### config.mk
export PLATFORM = sky130hd
export DESIGN_NAME = arm_alu_seq
export DESIGN_NICKNAME = d
export VERILOG_FILES = /design/src/rtl/arm_alu_pkg.sv /design/src/rtl/arm_alu_mul_iter.sv /design/src/rtl/arm_alu_seq.sv
export SDC_FILE = /design/constraint.sdc
export NUM_CORES = 1
export LEC_CHECK = 0
export BUFFER_PORTS_ARGS = -buffer_cell sky130_fd_sc_hd__clkbuf_2
export CORE_AREA = 2 2 134 136
export CTS_CLUSTER_DIAMETER = 100
export DETAILED_ROUTE_END_ITERATION = 8
export DIE_AREA = 0 0 136 138
export PLACE_DENSITY = 0.67
export SETUP_SLACK_MARGIN = 0.02
export SLEW_MARGIN = 20
export SYNTH_ARGS = -nofsm -noshare
export SYNTH_HDL_FRONTEND = slang
export SYNTH_SLANG_ARGS = --single-unit
### constraint.sdc
create_clock -name clk -period 3.9 [get_ports clk]
set_clock_uncertainty 0.1 [all_clocks]
set_input_delay 0.195 -clock clk [delete_from_list [all_inputs] [get_ports clk]]
set_output_delay 0.195 -clock clk [all_outputs]
set_load 0.02 [all_outputs]
### src/rtl/arm_alu_pkg.sv
// -----------------------------------------------------------------------------
// arm_alu_pkg
// Shared definitions for the multi-cycle ARM-mode ALU (arm_alu_seq):
//   - opcode encodings (3-bit, fixed)
//   - control FSM state encoding
//   - bit positions of {N,Z,C,V} inside the 4-bit flags word
// -----------------------------------------------------------------------------
package arm_alu_pkg;

    localparam int OP_BITS = 3;

    localparam logic [OP_BITS-1:0] OP_ADD  = 3'b000;
    localparam logic [OP_BITS-1:0] OP_SUB  = 3'b001;
    localparam logic [OP_BITS-1:0] OP_MOV  = 3'b010;
    localparam logic [OP_BITS-1:0] OP_LSR  = 3'b011;
    localparam logic [OP_BITS-1:0] OP_DEC  = 3'b100;
    localparam logic [OP_BITS-1:0] OP_MUL  = 3'b101;
    localparam logic [OP_BITS-1:0] OP_PASS = 3'b110;  // 3'b111 also passes rd

    typedef enum logic [1:0] {
        ST_IDLE = 2'd0,
        ST_EXEC = 2'd1,
        ST_MUL  = 2'd2,
        ST_DONE = 2'd3
    } state_t;

    localparam int FLAG_N = 3;
    localparam int FLAG_Z = 2;
    localparam int FLAG_C = 1;
    localparam int FLAG_V = 0;

endpackage

### src/rtl/arm_alu_mul_iter.sv
// -----------------------------------------------------------------------------
// arm_alu_mul_iter
// Iterative shift-add multiplier, one multiplier bit per step. Keeps only the
// low WIDTH bits of the product.
//
// Ports:
//   clk, rst_n     clock / asynchronous active-low reset
//   load           capture operands, clear accumulator and counter
//   step           perform one iteration this cycle
//   multiplicand   operand shifted left each step
//   multiplier     operand shifted right each step; its LSB gates the add
//   product        accumulator value *after* the iteration in progress, so the
//                  parent can register it on the same edge that ends the op
//   last           the iteration in progress is the final one
//
// Build option: ARM_ALU_MUL_EARLY_EXIT_EN -- when defined, 'last' also fires
// once the remaining multiplier bits are all zero (result is unchanged).
// -----------------------------------------------------------------------------
module arm_alu_mul_iter #(
    parameter int WIDTH = 16
) (
    input  logic             clk,
    input  logic             rst_n,
    input  logic             load,
    input  logic             step,
    input  logic [WIDTH-1:0] multiplicand,
    input  logic [WIDTH-1:0] multiplier,
    output logic [WIDTH-1:0] product,
    output logic             last
);

    localparam int CW = $clog2(WIDTH);

    logic [WIDTH-1:0] r_mcand;
    logic [WIDTH-1:0] r_mplier;
    logic [WIDTH-1:0] r_acc;
    logic [CW-1:0]    r_cnt;

    logic [WIDTH-1:0] w_addend;
    logic             w_cnt_last;

    assign w_addend   = r_mplier[0] ? r_mcand : '0;
    assign product    = r_acc + w_addend;
    assign w_cnt_last = (r_cnt == CW'(WIDTH - 1));

`ifdef ARM_ALU_MUL_EARLY_EXIT_EN
    // Bits above the one consumed now are all zero: further steps add nothing.
    assign last = w_cnt_last || (r_mplier[WIDTH-1:1] == '0);
`else
    assign last = w_cnt_last;
`endif

    // NOTE: sequential state uses non-blocking (<=) so every register samples
    // pre-edge values, independent of statement order.
    always_ff @(posedge clk or negedge rst_n) begin
        if (!rst_n) begin
            r_mcand  <= '0;
            r_mplier <= '0;
            r_acc    <= '0;
            r_cnt    <= '0;
        end else if (load) begin
            r_mcand  <= multiplicand;
            r_mplier <= multiplier;
            r_acc    <= '0;
            r_cnt    <= '0;
        end else if (step) begin
            r_acc    <= product;
            r_mcand  <= r_mcand << 1;
            r_mplier <= r_mplier >> 1;
            r_cnt    <= r_cnt + 1'b1;
        end
    end

endmodule

### src/rtl/arm_alu_seq.sv
// -----------------------------------------------------------------------------
// arm_alu_seq
// Multi-cycle ARM-mode ALU with registered result/flags and a start/busy/done
// handshake. Single-cycle ops go IDLE->EXEC->DONE; mul goes IDLE->MUL(xN)->DONE
// using arm_alu_mul_iter.
//
// Ports:
//   clk, rst_n   clock / asynchronous active-low reset
//   start        request, sampled only in IDLE
//   op           000 add, 001 sub, 010 mov, 011 lsr, 100 dec, 101 mul,
//                110/111 pass rd
//   cin          carry-in for mov
//   rd_data      operand A (multiplier for mul)
//   rs_data      operand B (multiplicand for mul)
//   result       registered result, held until the next done
//   flags        registered {N,Z,C,V}
//   busy         high while an operation is executing (not in DONE)
//   done         one-cycle pulse; result/flags valid in that cycle
//
// Build option: ARM_ALU_MUL_EARLY_EXIT_EN (see arm_alu_mul_iter); affects mul
// latency only. WIDTH must be at least 4.
// -----------------------------------------------------------------------------
module arm_alu_seq
    import arm_alu_pkg::*;
#(
    parameter int WIDTH = 16,
    parameter int OPW   = 3
) (
    input  logic             clk,
    input  logic             rst_n,
    input  logic             start,
    input  logic [OPW-1:0]   op,
    input  logic             cin,
    input  logic [WIDTH-1:0] rd_data,
    input  logic [WIDTH-1:0] rs_data,
    output logic [WIDTH-1:0] result,
    output logic [3:0]       flags,
    output logic             busy,
    output logic             done
);

    localparam int XW = WIDTH + 1;

    state_t           r_state;
    state_t           w_state_next;

    logic [OPW-1:0]   r_op;
    logic             r_cin;
    logic [WIDTH-1:0] r_rd;
    logic [WIDTH-1:0] r_rs;
    logic [WIDTH-1:0] r_result;
    logic [3:0]       r_flags;

    logic             w_accept;
    logic             w_capture;
    logic [WIDTH-1:0] w_product;
    logic             w_mul_last;

    logic [XW-1:0]    w_ext;
    logic [WIDTH-1:0] w_res;
    logic             w_c;
    logic             w_v;

    assign w_accept  = (r_state == ST_IDLE) && start;
    assign w_capture = (r_state == ST_EXEC) || ((r_state == ST_MUL) && w_mul_last);

    arm_alu_mul_iter #(
        .WIDTH(WIDTH)
    ) u_mul (
        .clk          (clk),
        .rst_n        (rst_n),
        .load         (w_accept && (op == OP_MUL)),
        .step         (r_state == ST_MUL),
        .multiplicand (rs_data),
        .multiplier   (rd_data),
        .product      (w_product),
        .last         (w_mul_last)
    );

    // ---------------- FSM ----------------
    always_ff @(posedge clk or negedge rst_n) begin
        if (!rst_n) begin
            r_state <= ST_IDLE;
        end else begin
            r_state <= w_state_next;
        end
    end

    // NOTE: every always_comb output gets a default before the case, so no
    // path leaves it unassigned and no latch is inferred.
    always_comb begin
        w_state_next = r_state;
        busy         = 1'b0;
        done         = 1'b0;
        case (r_state)
            ST_IDLE: begin
                if (start) begin
                    w_state_next = (op == OP_MUL) ? ST_MUL : ST_EXEC;
                end
            end
            ST_EXEC: begin
                busy         = 1'b1;
                w_state_next = ST_DONE;
            end
            ST_MUL: begin
                busy = 1'b1;
                if (w_mul_last) begin
                    w_state_next = ST_DONE;
                end
            end
            ST_DONE: begin
                done         = 1'b1;
                w_state_next = ST_IDLE;
            end
            default: w_state_next = ST_IDLE;
        endcase
    end

    // ---------------- Operand capture ----------------
    always_ff @(posedge clk or negedge rst_n) begin
        if (!rst_n) begin
            r_op  <= '0;
            r_cin <= 1'b0;
            r_rd  <= '0;
            r_rs  <= '0;
        end else if (w_accept) begin
            r_op  <= op;
            r_cin <= cin;
            r_rd  <= rd_data;
            r_rs  <= rs_data;
        end
    end

    // ---------------- Datapath (WIDTH+1 bit, carry in the top bit) ----------------
    always_comb begin
        w_ext = '0;
        w_res = r_rd;
        w_c   = 1'b0;
        w_v   = 1'b0;
        case (r_op)
            OP_ADD: begin
                w_ext = {1'b0, r_rd} + {1'b0, r_rs};
                w_res = w_ext[WIDTH-1:0];
                w_c   = w_ext[WIDTH];
                w_v   = (r_rd[WIDTH-1] == r_rs[WIDTH-1]) && (w_ext[WIDTH-1] != r_rd[WIDTH-1]);
            end
            OP_SUB: begin
                // Two's-complement subtract; carry set means no borrow.
                w_ext = {1'b0, r_rd} + {1'b0, ~r_rs} + XW'(1);
                w_res = w_ext[WIDTH-1:0];
                w_c   = w_ext[WIDTH];
                w_v   = (r_rd[WIDTH-1] != r_rs[WIDTH-1]) && (w_ext[WIDTH-1] != r_rd[WIDTH-1]);
            end
            OP_MOV: begin
                w_ext = {1'b0, r_rs} + XW'(r_cin);
                w_res = w_ext[WIDTH-1:0];
                w_c   = w_ext[WIDTH];
            end
            OP_LSR: begin
                w_res = {1'b0, r_rs[WIDTH-1:1]};
                w_c   = r_rs[0];
            end
            OP_DEC: begin
                // Adding all-ones carries out for every rs except zero.
                w_ext = {1'b0, r_rs} + {1'b0, {WIDTH{1'b1}}};
                w_res = w_ext[WIDTH-1:0];
                w_c   = w_ext[WIDTH];
            end
            OP_MUL: begin
                w_res = w_product;
            end
            default: begin
                w_res = r_rd;
            end
        endcase
    end

    // ---------------- Result / flags registers ----------------
    always_ff @(posedge clk or negedge rst_n) begin
        if (!rst_n) begin
            r_result <= '0;
            r_flags  <= '0;
        end else if (w_capture) begin
            r_result        <= w_res;
            r_flags[FLAG_N] <= w_res[WIDTH-1];
            r_flags[FLAG_Z] <= (w_res == '0);
            r_flags[FLAG_C] <= w_c;
            r_flags[FLAG_V] <= w_v;
        end
    end

    assign result = r_result;
    assign flags  = r_flags;

endmodule
# [Yosys cells after proc, flatten, opt, wreduce, memory -nomap -nowiden]
# Index checks and enable logic that the tools add are counted.
[word_totals] register_bits=110 input_bits=39 elab_cells=65
[classes] n_addsub=7 eq_ne=16 mux=18 n_bitwise=1 n_reduce_logical=12
[ops] cell="16-bit 2-to-1 mux" count=7
[ops] cell="16-bit one-hot mux with 6 select lines" count=1
[ops] cell="16-bit by 16-bit adder with 17-bit output" count=2
[ops] cell="16-bit by 1-bit adder with 17-bit output" count=1
[ops] cell="16-bit by 16-bit adder with 17-bit output, second input constant" count=1
[ops] cell="17-bit by 1-bit adder with 17-bit output, second input constant" count=1
[ops] cell="16-bit adder" count=1
[ops] cell="16-bit logical NOT" count=1
[ops] cell="16-bit inverter" count=1
[ops] cell="3-bit equality test, second input constant" count=3
[ops] cell="4-bit 2-to-1 mux" count=2
[ops] cell="2-bit one-hot mux with 4 select lines" count=1
[ops] cell="3-bit by 2-bit equality test with 1-bit output, second input constant" count=2
[ops] cell="2-bit 2-to-1 mux" count=3
[ops] cell="1-bit logical AND" count=5
[ops] cell="1-bit one-hot mux with 5 select lines" count=1
[ops] cell="4-bit by 1-bit adder with 4-bit output, second input constant" count=1
[ops] cell="2-bit equality test, second input constant" count=2
[ops] cell="4-bit equality test, second input constant" count=1
[ops] cell="2-bit != test, second input constant" count=2
[ops] cell="3-bit by 1-bit equality test with 1-bit output, second input constant" count=1
[ops] cell="3-bit logical NOT" count=1
[ops] cell="1-bit != test" count=3
[ops] cell="2-bit by 1-bit equality test with 1-bit output, second input constant" count=1
[ops] cell="other kinds (8)" count=9

# [Logic depth before layout (Yosys ltp)]
# Gate-level depths: netlist of the first run.
[depth] ltp_word=6 mapped_depth=13 depth_no_buf=12

# [By module]
# From an unflattened synthesis of the first run, not the netlist that was laid out.
[hier_totals] hier_cells=983 area_unflattened_um2=8625.8
[modules_own_cells] module="arm_alu_seq" n_inst=1 cells_each=634 area_per_inst_um2=5333.9 seq_area_each_um2=1426.4
[modules_own_cells] module="arm_alu_mul_iter" n_inst=1 cells_each=349 area_per_inst_um2=3291.9 seq_area_each_um2=1301.2

# [Worst setup path before layout of the first run]
# OpenSTA, ideal clock, no wires.
[synth_path] path_kind="register -> register" startpoint="register u_mul.r_mplier[0]" endpoint="register r_flags[2], in the netlist flags[2]" setup_ps=76 arrival_ps=3290 path_slack_ps=434 path_stages_with_launch=13 period_less_slack_ps=3466 cell_sequence="dfrtp_1 > and2_1 > ha_1 > fa_1 > a21o_1 > a221oi_2 > o21ai_0 > a311o_1 > and3_1 > o32ai_1 > o21ai_0 > or4b_1 > o21ai_1"
[synth_between] elab_chain_len=4
[synth_lines] element="start: declaration" line_no="arm_alu_mul_iter.sv:35" text="logic [WIDTH-1:0] r_mplier;"
[synth_lines] element="start signal: assignment" line_no="arm_alu_mul_iter.sv:63" text="r_mplier <= multiplier;"
[synth_lines] element="start signal: assignment" line_no="arm_alu_mul_iter.sv:69" text="r_mplier <= r_mplier >> 1;"
[synth_lines] element="16-bit 2-to-1 mux" line_no="arm_alu_mul_iter.sv:42" text="assign w_addend = r_mplier[0] ? r_mcand : '0;"
[synth_lines] element="16-bit adder" line_no="arm_alu_mul_iter.sv:43" text="assign product = r_acc + w_addend;"
[synth_lines] element="16-bit one-hot mux with 6 select lines" line_no="arm_alu_seq.sv:140" text="case (r_op)"
[synth_lines] element="16-bit logical NOT" line_no="arm_alu_seq.sv:186" text="r_flags[FLAG_Z] <= (w_res == '0);"
[synth_lines] element="end signal: indexed assignment" line_no="arm_alu_seq.sv:186"
[synth_lines] element="end signal: indexed assignment" line_no="arm_alu_seq.sv:187" text="r_flags[FLAG_C] <= w_c;"
[synth_lines] element="end signal: indexed assignment" line_no="arm_alu_seq.sv:188" text="r_flags[FLAG_V] <= w_v;"
[synth_lines] element="end: declaration" line_no="arm_alu_seq.sv:52" text="logic [3:0] r_flags;"
# Every way passes these cells.
# A chain may end at the register's enable or synchronous reset.

# [Worst setup path after layout of the first run]
# Ends and elaborated chain as after synthesis.

==> results.cfg, run 1 <==
[setup_path]
critical-path-top-delay-family = compound AO/OA/AOI/OAI gates
path_cells = buf_4 -> and2_1 -> ha_1 -> o211ai_1 -> o21bai_1 -> a211oi_1 -> o31ai_1 -> xor2_1 -> and2_1 -> o32ai_1 -> or4b_1 -> o21ai_1
reg2reg_depth = 12
cp_data_required_time_ns = 4.09
cp.arrival_ns = 3.84
worstReg2RegEnd = flags[2]
cp_slowest_cell = or4b_1
crit_path_max_fanout = 15
endpoint_kind = flop
critPathBufInv = 1
regToRegSetupSlack_ns = 0.25
critPathLaunch = u_mul.r_mplier[0]
critPathKind = reg -> reg
critPathCapture = flags[2]
path_common_cell = and2_1
worstReg2RegStart = u_mul.r_mplier[0]
start_kind = flop
path_depth = 12
critical-path-max-stage-delay_ns = 0.48

[sta]
finalCriticalPeriod_ns = 3.65
final.setup.worst_slack_ns = 0.252
worst_slew_pin_slew_ns = 0.803
fmax_mhz = 274
hold_violations = 0
drv_slew = 0
finalSetupViolCount = 0
min_period_over_period_pct = 93.5
rsz0062_at_grt = false
max_slew_margin_pct = 46.5
setup-tns-final_ns = 0

[grt]
grt_pass1_wl_mm = 41.8
grt_max_degree = 85
antenna_found_initial = 0
grt_usage_pct = 28.6
grt_pass1_vias = 7501
overflow = 0

[route]
wl_mm = 26.4
drtPass1Iterations = 5
vias = 7925
drc_errors = 0
wl_per_cell_um = 20.1
drtIter0Drc = 585
final_antenna_net_count = 0
vias_per_cell = 6.04

[yosys]
synth-async-reset-ratio_pct = 100
netlist_top_cells_count = dfrtp_1 (109), nor2_1 (100), nand2_1 (96), o21ai_0 (66), ha_1 (55)
syn_nets = 1088
yosys-top-cells-area = dfrtp_1 (32%), ha_1 (8.1%), mux2i_1 (6.2%), mux2_2 (5.1%), nor2_1 (4.4%)
synth_cells = 991
yosys_register_bits = 109
synth_most_common_cell = dfrtp_1
yosys_warnings = 0
synth.top_cell.area_share_pct = 31.9
ys_types = 79
synth_area_um2 = 8540
synth-edff-count = 0
yosysSeqAreaShare_pct = 31.9
syn_area_per_cell_um2 = 8.62
synthFlopType = dfrtp_1
yosys.area.top_type = dfrtp_1

[floorplanning]
start_util_pct = 48.7
pin_count = 61
row_count = 49
die_w_um = 136
die_height_um = 138
fp.dieArea_um2 = 18800
core_area_um2 = 17500

[cts]
clkTransAtPathRegs_ns = 0.08
htreeDepth = 3
cts.path.max_buffers = 2
root_buffer = clkbuf_16
numClockSinks = 109
cts_buffers = 9
clk_latency_ns = 0.36
cts_tree = built

[cells_and_area]
drive_above_1_share_pct = 18.7
num_antenna_cells = 0
syn_to_final_growth_pct = 17.2
nets = 1176
nFillCells = 1614

[power]
power_density_nw_per_um2 = 1050
irDropWorstVdd_v = 0.000422
power_leakage_uw = 0.00435

[place]
place_ws_ns = 0.0301
portBuffers = 60
place_congestion = 1.03
dp_hpwl_mm = 20.1

[min_path]
hold_class = in -> reg
hp-start = op[0]

[job]
maxCapViolations = 0

[status]
outcome = completed
sequential cells by signal, indices dropped and copies added (netlist names):
name / count
r_state: 2
r_rs: 16
u_mul.r_mplier: 16
u_mul.r_acc: 16
u_mul.r_cnt: 4
r_op: 3
result: 16
r_cin: 1
u_mul.r_mcand: 16
r_rd: 16
flags: 3
worst min path at each step:
stage,to,slack [ns],depth (start not counted)
after global placement,u_mul.r_mplier[2],0.14,1
final,r_op[0],0.003,2
after detailed placement,u_mul.r_mplier[2],0.14,1
after CTS,r_rd[2],0.0005,2
after global routing,r_op[2],0.003,2
after floorplan,flags[0],-0.20,0
metrics by stage:
step	util (%)	area [um2]	instances	hold WS [ns]	power [uW]
floorplan	-	8540	991	-0.201	6960
global placement	52.7	9250	1264	0.139	9060
detailed placement	52.7	9250	1264	0.142	9120
CTS	56.4	9890	1310	0.000484	10200
global route	57.1	10000	1313	0.00289	11300
finish	57.1	10000	1313	0.00284	10500
cells in the final DEF, fill, tap and decap left out, types with 6 or more instances in the layout:
cell | netlist | routed
a211oi_1 | 12 | 11
a21o_1 | 7 | 7
a21oi_1 | 46 | 44
a31oi_1 | 8 | 7
and2_1 | 21 | 21
and3_1 | 10 | 10
buf_4 | 1 | 51
clkbuf_16 | 0 | 9
clkbuf_2 | 1 | 59
dfrtp_1 | 109 | 108
dlygate4sd3_1 | 0 | 32
ha_1 | 55 | 54
inv_1 | 38 | 38
mux2_2 | 39 | 39
mux2i_1 | 53 | 52
nand2_1 | 96 | 96
nand2b_1 | 10 | 10
nand3_1 | 22 | 22
nand4_1 | 12 | 12
nor2_1 | 100 | 100
nor2b_1 | 12 | 12
nor3_1 | 24 | 23
nor4_1 | 8 | 7
o211ai_1 | 10 | 10
o21a_1 | 7 | 7
o21ai_0 | 66 | 64
o21bai_1 | 6 | 6
o221ai_1 | 9 | 9
or2_2 | 8 | 8
or3_1 | 9 | 9
xnor2_1 | 25 | 24
xor2_1 | 14 | 14
final cells by class:
cell class                 instances  area (um2)  area share (%)
timing repair buffer             142         998            9.97
inverter                          38         143            1.42
multi-input combinational        779        5520            55.1
clock inverter                     7         113            1.12
sequential                       109        2730            27.3
tap                              229         287            2.86
clock buffer                       9         225            2.25
metal layers:
layer	wire length, um	GRT usage (%)	up-vias	part of all wire [%]
li1	-	-	3767	-
met1	12100	42.0	3808	46
met2	11900	43.2	297	45
met3	1500	4.00	53	5.7
met4	871	9.98	0	3.3
met5	0	0	-	0
cell families after synthesis:
kind of cell | synth area share, %
flops | 31.9
fa+ha+maj | 8.76
simple gates | 20.0
xor+xnor | 4.00
compound gates | 18.6
mux | 11.9
buf+inv | 4.80
report_power, final:
part	internal, uW	leakage (uW)	switching (uW)
registers	1680	0.00133	579
clock network	579	0.000161	477
logic	2970	0.00286	4240
repair_timing:
action,4_1_cts,5_1_grt
buffers inserted,0,1
endpoints found under the setup margin,1,1
pin swaps,0,4
hold endpoints to repair,89,2
hold buffers,30,2
gates resized for setup,1,18
No activity file was read; power rests on OpenSTA's default activity.
==> inputs of run 2 (changes only) <==
--- a/config.mk
+++ b/config.mk
@@ -6,11 +6,13 @@
 export NUM_CORES = 1
 export LEC_CHECK = 0
 export BUFFER_PORTS_ARGS = -buffer_cell sky130_fd_sc_hd__clkbuf_2
-export CORE_AREA = 2 2 134 136
+export CELL_PAD_IN_SITES_DETAIL_PLACEMENT = 2
+export CELL_PAD_IN_SITES_GLOBAL_PLACEMENT = 2
+export CORE_AREA = 2 2 153 155
 export CTS_CLUSTER_DIAMETER = 100
 export DETAILED_ROUTE_END_ITERATION = 8
-export DIE_AREA = 0 0 136 138
-export PLACE_DENSITY = 0.67
+export DIE_AREA = 0 0 155 157
+export PLACE_DENSITY_LB_ADDON = 0.1
 export SETUP_SLACK_MARGIN = 0.02
 export SLEW_MARGIN = 20
 export SYNTH_ARGS = -nofsm -noshare
==> run 2 against run 1 <==
The run now ends with negative hold slack left. Sequential power barely moved. Design area rose by 0.92%. Routed wire length rose by 29%. Non-clock buffer count rose by 7. Hold slack got worse by 0.0037 ns. Combinational power rose by 9.4%. Maximum frequency fell by 3.1%.
==> results.cfg, run 2 (synthesized netlist as in run 1, its figures left out) <==
[sta]
max_slew_margin_pct = 44.1
finalCriticalPeriod_ns = 3.77
worst_slew_pin_slew_ns = 0.839
hold_violations = 1
fmax_mhz = 266
min_period_over_period_pct = 96.6
final.setup.worst_slack_ns = 0.134
setup-tns-final_ns = 0
finalSetupViolCount = 0
hold_ws_ns = -0.000882
drv_slew = 0

[route]
highest-signal-layer = met4
final_antenna_net_count = 0
drc_errors = 0
vias_per_cell = 5.88
vias = 8097
wl_met2_mm = 16.1
wl_mm = 34.0
wl_per_cell_um = 24.7
drtIter0Drc = 429
met1_length_mm = 16.0
routed-wl-met3_um = 990
drtPass1Iterations = 5

[min_path]
hold_depth = 3
hp-start = rd_data[15]
min_to = u_mul.r_mplier[15]
hold_class = in -> reg

[cts]
cts.path.max_buffers = 2
htreeDepth = 3
clk_latency_ns = 0.37
root_buffer = clkbuf_16
numClockSinks = 109
cts_buffers = 9
cts_tree = built
clkTransAtPathRegs_ns = 0.09

[floorplanning]
die_w_um = 155
core_area_um2 = 22500
pin_count = 61
row_count = 55
start_util_pct = 38.0
die_height_um = 157
fp.dieArea_um2 = 24300

[setup_path]
start_kind = flop
critical-path-max-stage-delay_ns = 0.53
cp_data_required_time_ns = 4.10
critPathLaunch = u_mul.r_mcand[0]
worstReg2RegEnd = flags[2]
cp_slowest_cell = or4b_1
critPathKind = reg -> reg
cp.arrival_ns = 3.96
path_cells = and2_1 -> ha_1 -> fa_2 -> a21o_1 -> a221oi_4 -> buf_4 -> xnor2_1 -> a221oi_1 -> a31oi_1 -> a2111oi_2 -> nand4bb_1 -> or4b_1 -> o21ai_1
regToRegSetupSlack_ns = 0.13
worstReg2RegStart = u_mul.r_mcand[0]
crit_path_max_fanout = 3
reg2reg_depth = 13
endpoint_kind = flop

[cells_and_area]
final_common_cell = dfrtp_1
most-common-layout-cells = dfrtp_1 (109), nor2_1 (100), nand2_1 (95)
fin_util_pct = 44.9
nets = 1183
fin_cells = 1377
drive_above_1_share_pct = 20.3
syn_to_final_growth_pct = 18.2

[power]
power_density_nw_per_um2 = 1100
irDropWorstVdd_v = 0.000356
power_leakage_uw = 0.00440

[grt]
overflow = 0
grt_pass1_vias = 8664
grt_pass1_wl_mm = 52.4
grt_usage_pct = 28.0
antenna_found_initial = 0
grt_max_degree = 85

[place]
dp_hpwl_mm = 25.3
place_ws_ns = 0.0300
portBuffers = 60
dp_cells = 1334
place_congestion = 0.889

[status]
violations = negative hold slack
outcome = finished with violations

[job]
maxCapViolations = 0
-- run 2: stage by stage --
step / power (uW) / cell area, um2
after CTS: 10900 / 9970
after global placement: 9560 / 9450
after global routing: 12000 / 10100
after floorplan: 6960 / 8540
final: 11100 / 10100
after detailed placement: 9800 / 9450
-- run 2: layout make-up --
class,instances,area (um2)
fill,2503,12400
multi-input combinational,779,5520
sequential,109,2730
timing repair buffer,149,1050
tap,285,357
clock buffer,9,225
inverter,38,143
clock inverter,7,80.1
antenna,1,2.50
-- run 2: critical path: cells and delay by family, from the launching register on --
kind                     cells  cell delay (ns)
flip-flops                   1             0.42
AND/OR/NAND/NOR              3             0.84
AO/OA/AOI/OAI                6             1.38
adder cells (fa/ha/maj)      2             0.63
buffers and inverters        1             0.18
XOR/XNOR                     1             0.13
-- run 2: how the worst max path moves through the flow --
stage	slack [ns]	to	depth (start not counted)
after floorplan	0.43	flags[2]	12
after detailed placement	0.03	flags[2]	13
final	0.13	flags[2]	13
after global placement	0.15	flags[2]	13
after CTS	0.03	flags[2]	13
after global routing	-0.09	flags[2]	13
-- run 2: report_power, final --
part / internal [uW] / switching, uW / leakage, uW / total (uW)
registers: 1680 / 610 / 0.00133 / 2290
clock network: 459 / 505 / 0.000146 / 963
logic: 3170 / 4710 / 0.00292 / 7880
total: 5310 / 5820 / 0.00440 / 11100
-- run 2: metal layers --
layer,vias up,global-route usage [%]
met5,-,0
met4,0,7.98
met3,45,3.14
met2,146,46.2
met1,4145,39.0
li1,3761,-
-- run 2: repair_timing --
action	CTS	global route
hold buffers	21	0
buffers inserted	0	5
endpoints found under the hold margin	84	0
resized for setup	1	17
pin swaps	0	9
endpoints found under the setup margin	1	1
